===== src/rtl/io_uart_pkg.sv =====
// rtl/io_uart_pkg.sv - register offsets, STATUS bit positions, FSM state types and oversample constant for io_uart.
package io_uart_pkg;

  localparam int REG_TXDATA  = 0;
  localparam int REG_RXDATA  = 1;
  localparam int REG_STATUS  = 2;
  localparam int REG_DIVISOR = 3;

  localparam int ST_TX_BUSY    = 0;
  localparam int ST_RX_VALID   = 1;
  localparam int ST_RX_OVERRUN = 2;
  localparam int ST_FRAME_ERR  = 3;

  localparam int OVERSAMPLE    = 16;
  localparam int RX_FIFO_DEPTH = 4;

  localparam logic [3:0] TICK_LAST = 4'(OVERSAMPLE - 1);
  localparam logic [3:0] TICK_HALF = 4'(OVERSAMPLE / 2 - 1);

  typedef enum logic [1:0] {TX_IDLE, TX_START, TX_DATA, TX_STOP} tx_state_e;
  typedef enum logic [1:0] {RX_IDLE, RX_START, RX_DATA, RX_STOP} rx_state_e;

endpackage


===== src/rtl/io_uart_baud.sv =====
// rtl/io_uart_baud.sv - oversample tick generator, one pulse every divisor+1 clocks.
module io_uart_baud (
  input  logic        clk,
  input  logic        rst,
  input  logic [15:0] i_divisor,
  input  logic        i_restart,
  output logic        o_tick
);

  logic [15:0] r_cnt;

  assign o_tick = (r_cnt == i_divisor);

  always_ff @(posedge clk or negedge rst) begin
    if (!rst) begin
      r_cnt <= 16'd0;
    end else if (i_restart || o_tick) begin
      r_cnt <= 16'd0;
    end else begin
      r_cnt <= r_cnt + 16'd1;
    end
  end

endmodule


===== src/rtl/io_uart.sv =====
// rtl/io_uart.sv - memory-mapped UART with TX/RX FSMs and 16x oversampling receiver.
// Define IO_UART_RX_FIFO_EN for a 4-entry RX FIFO instead of a single holding register.
module io_uart
  import io_uart_pkg::*;
#(
  parameter logic [15:0] CLK_DIV_RESET = 16'd26,
  parameter int          IO_ADDR_BITS  = 2
) (
  input  logic                    clk,
  input  logic                    rst,
  input  logic [IO_ADDR_BITS-1:0] addressIO,
  input  logic [31:0]             dataInIO,
  output logic [31:0]             dataOutIO,
  input  logic                    wEnIO,
  output logic                    txd,
  input  logic                    rxd
);

  logic w_sel_tx, w_sel_rx, w_sel_st, w_sel_div;
  logic w_wr_tx, w_wr_st, w_wr_div;
  logic w_pop, w_clr_ovr, w_clr_fe;
  logic w_tick;
  logic w_unused;

  assign w_sel_tx  = (addressIO == IO_ADDR_BITS'(REG_TXDATA));
  assign w_sel_rx  = (addressIO == IO_ADDR_BITS'(REG_RXDATA));
  assign w_sel_st  = (addressIO == IO_ADDR_BITS'(REG_STATUS));
  assign w_sel_div = (addressIO == IO_ADDR_BITS'(REG_DIVISOR));
  assign w_wr_tx   = wEnIO && w_sel_tx;
  assign w_wr_st   = wEnIO && w_sel_st;
  assign w_wr_div  = wEnIO && w_sel_div;
  assign w_pop     = w_wr_st && dataInIO[ST_RX_VALID];
  assign w_clr_ovr = w_wr_st && dataInIO[ST_RX_OVERRUN];
  assign w_clr_fe  = w_wr_st && dataInIO[ST_FRAME_ERR];
  assign w_unused  = ^dataInIO[31:16];

  logic [15:0] r_div;

  always_ff @(posedge clk or negedge rst) begin
    if (!rst) begin
      r_div <= CLK_DIV_RESET;
    end else if (w_wr_div) begin
      r_div <= dataInIO[15:0];
    end
  end

  io_uart_baud u_baud (
    .clk       (clk),
    .rst       (rst),
    .i_divisor (r_div),
    .i_restart (w_wr_div),
    .o_tick    (w_tick)
  );

  // ---------------- transmitter ----------------
  tx_state_e  r_tx_state, w_tx_next;
  logic [7:0] r_tx_data, r_tx_shift;
  logic [3:0] r_tx_cnt;
  logic [2:0] r_tx_bit;
  logic       w_tx_accept, w_tx_bit_end, w_tx_busy;

  assign w_tx_bit_end = w_tick && (r_tx_cnt == TICK_LAST);
  assign w_tx_busy    = (r_tx_state != TX_IDLE);

  always_comb begin
    w_tx_next   = r_tx_state;
    w_tx_accept = 1'b0;
    case (r_tx_state)
      TX_IDLE:  if (w_wr_tx) begin
                  w_tx_accept = 1'b1;
                  w_tx_next   = TX_START;
                end
      TX_START: if (w_tx_bit_end) w_tx_next = TX_DATA;
      TX_DATA:  if (w_tx_bit_end && r_tx_bit == 3'd7) w_tx_next = TX_STOP;
      TX_STOP:  if (w_tx_bit_end) w_tx_next = TX_IDLE;
      default:  w_tx_next = TX_IDLE;
    endcase
  end

  always_ff @(posedge clk or negedge rst) begin
    if (!rst) begin
      r_tx_state <= TX_IDLE;
      r_tx_data  <= 8'd0;
      r_tx_shift <= 8'd0;
      r_tx_cnt   <= 4'd0;
      r_tx_bit   <= 3'd0;
    end else begin
      r_tx_state <= w_tx_next;
      if (w_tx_accept) begin
        r_tx_data  <= dataInIO[7:0];
        r_tx_shift <= dataInIO[7:0];
        r_tx_cnt   <= 4'd0;
        r_tx_bit   <= 3'd0;
      end else if (w_tx_busy && w_tick) begin
        r_tx_cnt <= r_tx_cnt + 4'd1;
        if (w_tx_bit_end && r_tx_state == TX_DATA) begin
          r_tx_shift <= {1'b0, r_tx_shift[7:1]};
          r_tx_bit   <= r_tx_bit + 3'd1;
        end
      end
    end
  end

  // Decoded straight from state so an async reset lifts the line in the same cycle.
  always_comb begin
    txd = 1'b1;
    case (r_tx_state)
      TX_START: txd = 1'b0;
      TX_DATA:  txd = r_tx_shift[0];
      default:  txd = 1'b1;
    endcase
  end

  // ---------------- receiver ----------------
  rx_state_e  r_rx_state, w_rx_next;
  logic [1:0] r_rx_sync;
  logic       r_rx_prev;
  logic [3:0] r_rx_cnt;
  logic [2:0] r_rx_bit;
  logic [7:0] r_rx_shift;
  logic       w_rxd_s, w_rx_hit, w_rx_done;

  assign w_rxd_s  = r_rx_sync[1];
  assign w_rx_hit = w_tick && (r_rx_cnt == ((r_rx_state == RX_START) ? TICK_HALF : TICK_LAST));

  always_comb begin
    w_rx_next = r_rx_state;
    w_rx_done = 1'b0;
    case (r_rx_state)
      RX_IDLE:  if (r_rx_prev && !w_rxd_s) w_rx_next = RX_START;
      RX_START: if (w_rx_hit) w_rx_next = w_rxd_s ? RX_IDLE : RX_DATA;
      RX_DATA:  if (w_rx_hit && r_rx_bit == 3'd7) w_rx_next = RX_STOP;
      RX_STOP:  if (w_rx_hit) begin
                  w_rx_next = RX_IDLE;
                  w_rx_done = 1'b1;
                end
      default:  w_rx_next = RX_IDLE;
    endcase
  end

  always_ff @(posedge clk or negedge rst) begin
    if (!rst) begin
      r_rx_state <= RX_IDLE;
      r_rx_sync  <= 2'b11;
      r_rx_prev  <= 1'b1;
      r_rx_cnt   <= 4'd0;
      r_rx_bit   <= 3'd0;
      r_rx_shift <= 8'd0;
    end else begin
      r_rx_state <= w_rx_next;
      r_rx_sync  <= {r_rx_sync[0], rxd};
      r_rx_prev  <= w_rxd_s;
      if (r_rx_state == RX_IDLE) begin
        r_rx_cnt <= 4'd0;
        r_rx_bit <= 3'd0;
      end else if (w_tick) begin
        r_rx_cnt <= w_rx_hit ? 4'd0 : r_rx_cnt + 4'd1;
        if (w_rx_hit && r_rx_state == RX_DATA) begin
          r_rx_shift <= {w_rxd_s, r_rx_shift[7:1]};
          r_rx_bit   <= r_rx_bit + 3'd1;
        end
      end
    end
  end

  // ---------------- RX storage ----------------
  logic       w_rx_valid, w_rx_drop, w_do_push;
  logic [7:0] w_rx_head;

`ifdef IO_UART_RX_FIFO_EN
  logic [7:0] r_fifo [RX_FIFO_DEPTH];
  logic [1:0] r_wr_ptr, r_rd_ptr;
  logic [2:0] r_count;
  logic       w_do_pop;

  assign w_do_pop   = w_pop && (r_count != 3'd0);
  assign w_do_push  = w_rx_done && ((r_count - 3'(w_do_pop)) != 3'(RX_FIFO_DEPTH));
  assign w_rx_drop  = w_rx_done && !w_do_push;
  assign w_rx_valid = (r_count != 3'd0);
  assign w_rx_head  = r_fifo[r_rd_ptr];

  always_ff @(posedge clk) begin
    if (w_do_push) r_fifo[r_wr_ptr] <= r_rx_shift;
  end

  always_ff @(posedge clk or negedge rst) begin
    if (!rst) begin
      r_wr_ptr <= 2'd0;
      r_rd_ptr <= 2'd0;
      r_count  <= 3'd0;
    end else begin
      if (w_do_push) r_wr_ptr <= r_wr_ptr + 2'd1;
      if (w_do_pop)  r_rd_ptr <= r_rd_ptr + 2'd1;
      r_count <= r_count + 3'(w_do_push) - 3'(w_do_pop);
    end
  end
`else
  logic [7:0] r_hold;
  logic       r_hold_valid;

  // A pop in the same cycle frees the register for the completing byte.
  assign w_do_push  = w_rx_done && (!r_hold_valid || w_pop);
  assign w_rx_drop  = w_rx_done && !w_do_push;
  assign w_rx_valid = r_hold_valid;
  assign w_rx_head  = r_hold;

  always_ff @(posedge clk or negedge rst) begin
    if (!rst) begin
      r_hold       <= 8'd0;
      r_hold_valid <= 1'b0;
    end else if (w_do_push) begin
      r_hold       <= r_rx_shift;
      r_hold_valid <= 1'b1;
    end else if (w_pop) begin
      r_hold_valid <= 1'b0;
    end
  end
`endif

  logic r_overrun, r_frame_err;

  always_ff @(posedge clk or negedge rst) begin
    if (!rst) begin
      r_overrun   <= 1'b0;
      r_frame_err <= 1'b0;
    end else begin
      if (w_rx_drop)      r_overrun <= 1'b1;
      else if (w_clr_ovr) r_overrun <= 1'b0;
      if (w_rx_done && !w_rxd_s) r_frame_err <= 1'b1;
      else if (w_clr_fe)         r_frame_err <= 1'b0;
    end
  end

  always_comb begin
    dataOutIO = 32'd0;
    if (w_sel_tx) begin
      dataOutIO[7:0] = r_tx_data;
    end else if (w_sel_rx) begin
      dataOutIO[7:0] = w_rx_valid ? w_rx_head : 8'd0;
    end else if (w_sel_st) begin
      dataOutIO[ST_TX_BUSY]    = w_tx_busy;
      dataOutIO[ST_RX_VALID]   = w_rx_valid;
      dataOutIO[ST_RX_OVERRUN] = r_overrun;
      dataOutIO[ST_FRAME_ERR]  = r_frame_err;
    end else if (w_sel_div) begin
      dataOutIO[15:0] = r_div;
    end
  end

endmodule

===== config.mk =====
export PLATFORM = sky130hd
export DESIGN_NAME = io_uart
export DESIGN_NICKNAME = d
export VERILOG_FILES = /design/src/rtl/io_uart_pkg.sv /design/src/rtl/io_uart_baud.sv /design/src/rtl/io_uart.sv
export SDC_FILE = /design/constraint.sdc
export NUM_CORES = 1
export LEC_CHECK = 0
export CAP_MARGIN = 15
export CORE_MARGIN = 8
export CORE_UTILIZATION = 30
export DETAILED_ROUTE_END_ITERATION = 10
export PLACE_DENSITY = 0.55
export SLEW_MARGIN = 10
export SYNTH_ARGS = -nofsm -noshare
export SYNTH_HDL_FRONTEND = slang
export SYNTH_SLANG_ARGS = --single-unit

===== constraint.sdc =====
create_clock -name clk -period 2.84 [get_ports clk]
set_clock_uncertainty 0.15 [all_clocks]
set_input_delay 0.852 -clock clk [delete_from_list [all_inputs] [get_ports clk]]
set_output_delay 0.852 -clock clk [all_outputs]
set_load 0.1 [all_outputs]

==> results_dict.tcl, run 1 <==
set metrics [dict create \
    status "completed" \
    end_kind "primary output" \
    slew_violations 0 \
    portBuffers 38 \
    synth-seq-cells 88 \
    p_leak_nw 2.763 \
    synth_cell_type_count 45 \
    antennaDiodeCount 0 \
    synthToLayoutAreaGrowth_pct 33.24 \
    dr.pass1.iters 4 \
    cts_sinks 88 \
    wl_mm 10.53 \
    max_stage_delay_ns 0.24 \
    vias_per_cell 4.810 \
    cp_data_arrival_time_ns 1.82 \
    yosys-top-cells-area "dfrtp_1 46%, mux2_2 8.1%, xor2_1 4.5%" \
    synth_top_area_share_pct 46.12 \
    numCtsBuffers 9 \
    post-route-min-period_ns 2.818 \
    finalSetupViolCount 0 \
    clock.fmax_ghz 0.3549 \
    crit_slowest_cell "dlygate4sd2_1" \
    cts.clk_slew.worst_paths_ns 0.07 \
    htree_levels 3 \
    syn-cell-area_sq_um 4449 \
    die_w_um 137.8 \
    fin_area_sq_um 5928 \
    hp-class "flop to flop" \
    grt_pass1_vias 3398 \
    wl_per_cell_um 15.40 \
    row_count 44 \
    ys_seq_area_share_pct 49.66 \
    power_density_nw_per_um2 770.9 \
    nets 544 \
    yosys_warnings 0 \
    ios 71 \
    cts_tree "built" \
    async_flop_share_pct 100.0 \
    cts.path.max_buffers 2 \
    max_cap_violations 0 \
    globalplace.congestion 0.8222 \
    place_area_sq_um 5487 \
    detail-route-antenna-nets 0 \
    grt_overflow 0 \
    drc 0 \
    antenna_found_initial 0 \
    fin_crit_sh_pct 99.22 \
    drtIter0Drc 144 \
    dr_total_vias 3290 \
    grt_pass1_wl_mm 17.32 \
    syn-instance-count 430 \
    worstPathRequired_ns 1.84 \
    root_buffer "clkbuf_16" \
    seq_area_sq_um 2210 \
    initial_utilization_pct 30.61 \
    die_area_sq_um 18980 \
    crit_chain "dlygate4sd2_1 > buf_6 > buf_4 > a21oi_4 > buf_12" \
    utilization_pct 40.79 \
    fp.dieH_um 137.8 \
    crit_path_max_fanout 8 \
    multi_input_area_sq_um 2227 \
    clk_latency_ns 0.34 \
    synth_top_flop_cell "dfrtp_1" \
    core_sq_um 14530 \
    synth_top_area_cell "dfrtp_1" \
    n_fill_cell 1426 \
    avgSynthCellArea_sq_um 10.35 \
    path_class "input pin to primary output" \
    critPathLaunchType "input pin" \
    hold_slack_ns 0.2074 \
    grt_usage_pct 11.62 \
    drive_above_1_share_pct 28.60 \
    hold_viol 0 \
    hpwlAfterDp_mm 7.933 \
    ir_drop_uv 336.6 \
    grt_max_degree 39 \
    synth-edff-count 0 \
]
==> cell usage after synthesis (4+ instances only) <==
cell       n
a21oi_1   14
a221oi_1   5
and2_1     5
and3_1    16
buf_4     17
clkbuf_1  16
dfrtp_1   82
dfstp_2    6
ha_1      11
inv_1     13
mux2_2    32
mux2i_1    7
nand2_1   53
nand3_1    9
nor2_1    29
nor2b_1    5
nor3_1     7
nor4_1     5
o211ai_1   4
o21ai_0   19
o311ai_0   4
or3_1      6
or4_1      5
xnor2_1    8
xor2_1    23
==> per-stage QoR <==
step,worst slack [ns],setup TNS [ns],std cells,power [W]
floorplan,-0.03502,-0.2187,445,0.002677
global placement,-0.4672,-8.481,667,0.003137
detailed placement,-0.4628,-8.944,667,0.003185
CTS,0.01924,0,684,0.004613
global route,-0.0002940,-0.0002940,684,0.004817
finish,0.02208,0,684,0.004570
==> cell type report <==
class,count,share of cell area (%)
timing repair buffer,74,14.42
sequential,88,37.27
clock inverter,7,2.089
tap,184,3.883
multi-input combinational,308,37.57
inverter,14,0.9709
clock buffer,9,3.799
==> state kept, by name (all words and copies together) (netlist names), 2 cells and up, named ones only <==
signal	count
r_rx_cnt	4
r_hold	8
r_tx_cnt	4
r_rx_sync	2
r_div	16
r_tx_state	2
r_tx_bit	3
r_rx_bit	3
r_tx_shift	8
r_tx_data	8
u_baud.r_cnt	16
r_rx_shift	8
==> cell families (layout without fill, tap and decap cells) <==
logic type | count (synthesis) | in the layout | synth area share (%)
AND/OR/NAND/NOR | 149 | 149 | 16.68
flip-flops | 88 | 88 | 49.66
AO/OA/AOI/OAI | 62 | 62 | 9.084
buffers and inverters | 49 | 104 | 5.624
multiplexers | 39 | 39 | 9.674
XOR/XNOR | 31 | 31 | 6.102
adder cells (fa/ha/maj) | 11 | 11 | 3.093
other | 1 | 16 | 0.08428
==> repair_timing <==
item                       4_1_cts  5_1_grt
setup endpoints to repair       16        2
hold buffers                     0        0
buffers inserted                 1        0
pin swaps                        5        0
resized for setup               26        2
==> cell usage in the layout, fill, tap and decap left out, drive strengths merged, types with 3 or more instances in the layout <==
cell type       n
a21oi          14
a221oi          5
a22oi           3
and2            5
and3           16
buf            55
bufinv          3
clkbuf          9
clkdlybuf4s50  18
conb           16
dfrtp          82
dfstp           6
ha             11
inv            16
mux2           32
mux2i           7
nand2          53
nand3           9
nand4           3
nor2           29
nor2b           5
nor3            7
nor4            5
o211ai          4
o21ai          19
o221ai          3
o311ai          4
o31ai           3
or3             6
or4             5
xnor2           8
xor2           23
==> critical path: cells and delay by family <==
family	cells	cell delay (ns)
AO/OA/AOI/OAI	1	0.19
buffers and inverters	4	0.77
==> path summary, 6_finish.rpt <==
| kind | from | to | slack, ns | depth (start not counted) |
|---|---|---|---|---|
| max in group asynchronous | rst | r_div[1] | 1.61 | 2 |
| min reg2reg | r_rx_sync[0] | r_rx_sync[1] | 0.21 | 0 |
| max | addressIO[1] | dataOutIO[0] | 0.02 | 5 |
| max reg2reg | u_baud.r_cnt[7] | r_hold[5] | 0.33 | 7 |
| min | r_rx_sync[0] | r_rx_sync[1] | 0.21 | 0 |
| min in group asynchronous | rst | u_baud.r_cnt[12] | 0.31 | 1 |
==> per-layer routing <==
layer	share of wire [%]	up-vias	track usage [%]
li1	-	1597	-
met1	47	1635	14.78
met2	48	47	19.26
met3	4.1	11	3.319
met4	0.84	0	2.328
met5	0	-	0
==> report_power, final <==
group / total (W) / internal (W) / leakage [nW] / switching, W
registers: 0.00171 / 0.00150 / 1.14 / 0.000213
logic: 0.00147 / 0.000582 / 1.46 / 0.000886
clock network: 0.00139 / 0.000869 / 0.167 / 0.000522
total: 0.00457 / 0.00295 / 2.76 / 0.00162
Note: power is estimated with default switching activity, not from simulation.
==> run 2: changes to the inputs <==
CAP_MARGIN = 10   (was 15)
CORE_MARGIN = 2   (was 8)
==> run 2 against run 1 <==
Compared with the run above:
- register-to-register slack got worse by 0.06 ns
- routed wire length is 4.1% lower
- flip-flop and latch count unchanged
- count of clock-buffer cells in the layout rose by 2
- clock power decreased by 14%
- non-clock buffer count is 3 lower
- global-route usage is 1.8 points higher
- worst setup slack improved by 0.0077 ns
==> results_dict.tcl, run 2 (synthesis results as in run 1) <==
set metrics [dict create \
    ir_drop_uv 364.7 \
    synthToLayoutAreaGrowth_pct 30.65 \
    power_density_nw_per_um2 749.3 \
    fin_crit_sh_pct 98.95 \
    p_leak_nw 2.701 \
    drtIter0Drc 177 \
    cts_tree "built" \
    core_sq_um 14530 \
    dr_total_vias 3272 \
    root_buffer "clkbuf_16" \
    end_kind "primary output" \
    max_cap_violations 0 \
    path_class "input pin to primary output" \
    max_slew_margin_pct 63.56 \
    grt_max_degree 42 \
    grt_pass1_vias 3308 \
    dp_cells 665 \
    numCtsBuffers 9 \
    antenna_found_initial 0 \
    hp-class "flop to flop" \
    drive_above_1_share_pct 27.16 \
    wl_met1_mm 4.576 \
    critPathLaunchType "input pin" \
    row_count 44 \
    hold_viol 0 \
    grt_pass1_wl_mm 16.75 \
    top_regs "r_div: 16 flops, u_baud.r_cnt: 16 flops" \
    wl_per_cell_um 14.83 \
    clk_latency_ns 0.35 \
    worst_slew_pin_slew_ns 0.5466 \
    cp_data_arrival_time_ns 1.81 \
    post-route-min-period_ns 2.810 \
    hpwlAfterDp_mm 7.512 \
    dr.pass1.iters 4 \
    fp.dieH_um 125.8 \
    cts_sinks 88 \
    layout_common_cells "82 x dfrtp_1, 53 x nand2_1, 32 x mux2_2" \
    die_area_sq_um 15820 \
    grt_usage_pct 13.39 \
    met2WireLength_mm 4.985 \
    cts_hold_buffers 0 \
    wl_mm 10.10 \
    vias_per_cell 4.805 \
    die_w_um 125.8 \
    finalSetupViolCount 0 \
    globalplace.congestion 0.8128 \
    cts.path.max_buffers 2 \
    initial_utilization_pct 30.61 \
    top_layer "met4" \
    ios 71 \
    cts.clk_slew.worst_paths_ns 0.06 \
    worstPathRequired_ns 1.84 \
    min_from "r_rx_sync[0]" \
    clock.fmax_ghz 0.3558 \
    portBuffers 38 \
    wl_met3_um 371 \
    power_w 0.004355 \
    r2r-start "u_baud.r_cnt[7]" \
    drc 0 \
    status "completed" \
    final_cells 681 \
    post-cts-setup-buffers 0 \
    crit_path_max_fanout 7 \
    detail-route-antenna-nets 0 \
    htree_levels 3 \
    layout_commonest_cell "dfrtp_1" \
    antennaDiodeCount 0 \
    hold_slack_ns 0.2069 \
    crit_path_start "addressIO[1]" \
    grt_overflow 0 \
    slew_violations 0 \
    nets 541 \
]
==> run 2: changes by cell type in the layout (fill, tap and decap cells not counted), moves of 2 or more <==
cell       delta
nand2_1       +4
bufinv_16     -2
inv_6         -3
clkinv_2      +2
buf_4         -2
and3_4        -3
nand2_4       -4
and3_2        +2
==> run 2: path summary, 6_finish.rpt <==
kind                                   end  slack [ns]  depth (start not counted)
setup / recovery              dataOutIO[7]        0.03                          5
hold / removal                r_rx_sync[1]        0.21                          0
setup reg to reg                 r_hold[3]        0.27                          7
hold reg to reg               r_rx_sync[1]        0.21                          0
max in group asynchronous        r_rx_prev        1.55                          2
min in group asynchronous  u_baud.r_cnt[8]        0.34                          1
==> run 2: what timing repair did <==
action | in CTS | in global routing
cloned | 0 | 0
gates resized for setup | 11 | 4
setup endpoints to repair | 16 | 3
==> run 2: routing by layer <==
layer | up-vias | track usage (%)
met5 | - | 0
met2 | 53 | 22.42
met1 | 1613 | 16.71
li1 | 1595 | -
met3 | 11 | 3.526
met4 | 0 | 4.913
==> run 2: power breakdown <==
group          internal, W  total [W]  switching (W)  leakage [nW]
combinational     0.000577    0.00145       0.000878          1.42
sequential         0.00150    0.00171       0.000208          1.14
clock             0.000704    0.00119       0.000490         0.145
total              0.00278    0.00436        0.00158          2.70
==> run 2: final cells by class <==
type | count | area (sq um)
flip-flops and latches | 88 | 2210
fillers | 1429 | 8721
inverters | 14 | 57.56
repair buffers | 71 | 835.8
multi-input cells | 308 | 2181
well taps | 184 | 230.2
clock inverters | 5 | 56.30
clock buffers | 11 | 242.7
==> run 2: per-stage QoR <==
stage | cell area [sq um] | TNS (ns) | utilization (%) | setup slack (ns)
after floorplan | 4652 | -0.2187 | - | -0.03502
after global placement | 5484 | -8.020 | 37.73 | -0.4780
after detailed placement | 5484 | -8.745 | 37.73 | -0.4840
after CTS | 5791 | 0 | 39.84 | 0.006246
after global routing | 5813 | -0.01869 | 40.00 | -0.01869
final | 5813 | 0 | 40.00 | 0.02974
==> run 2: critical path, stage by stage <==
cell	delay (ns)
clkdlybuf4s15_2	0.24
buf_4	0.19
buf_4	0.17
o21ai_4	0.17
buf_12	0.19
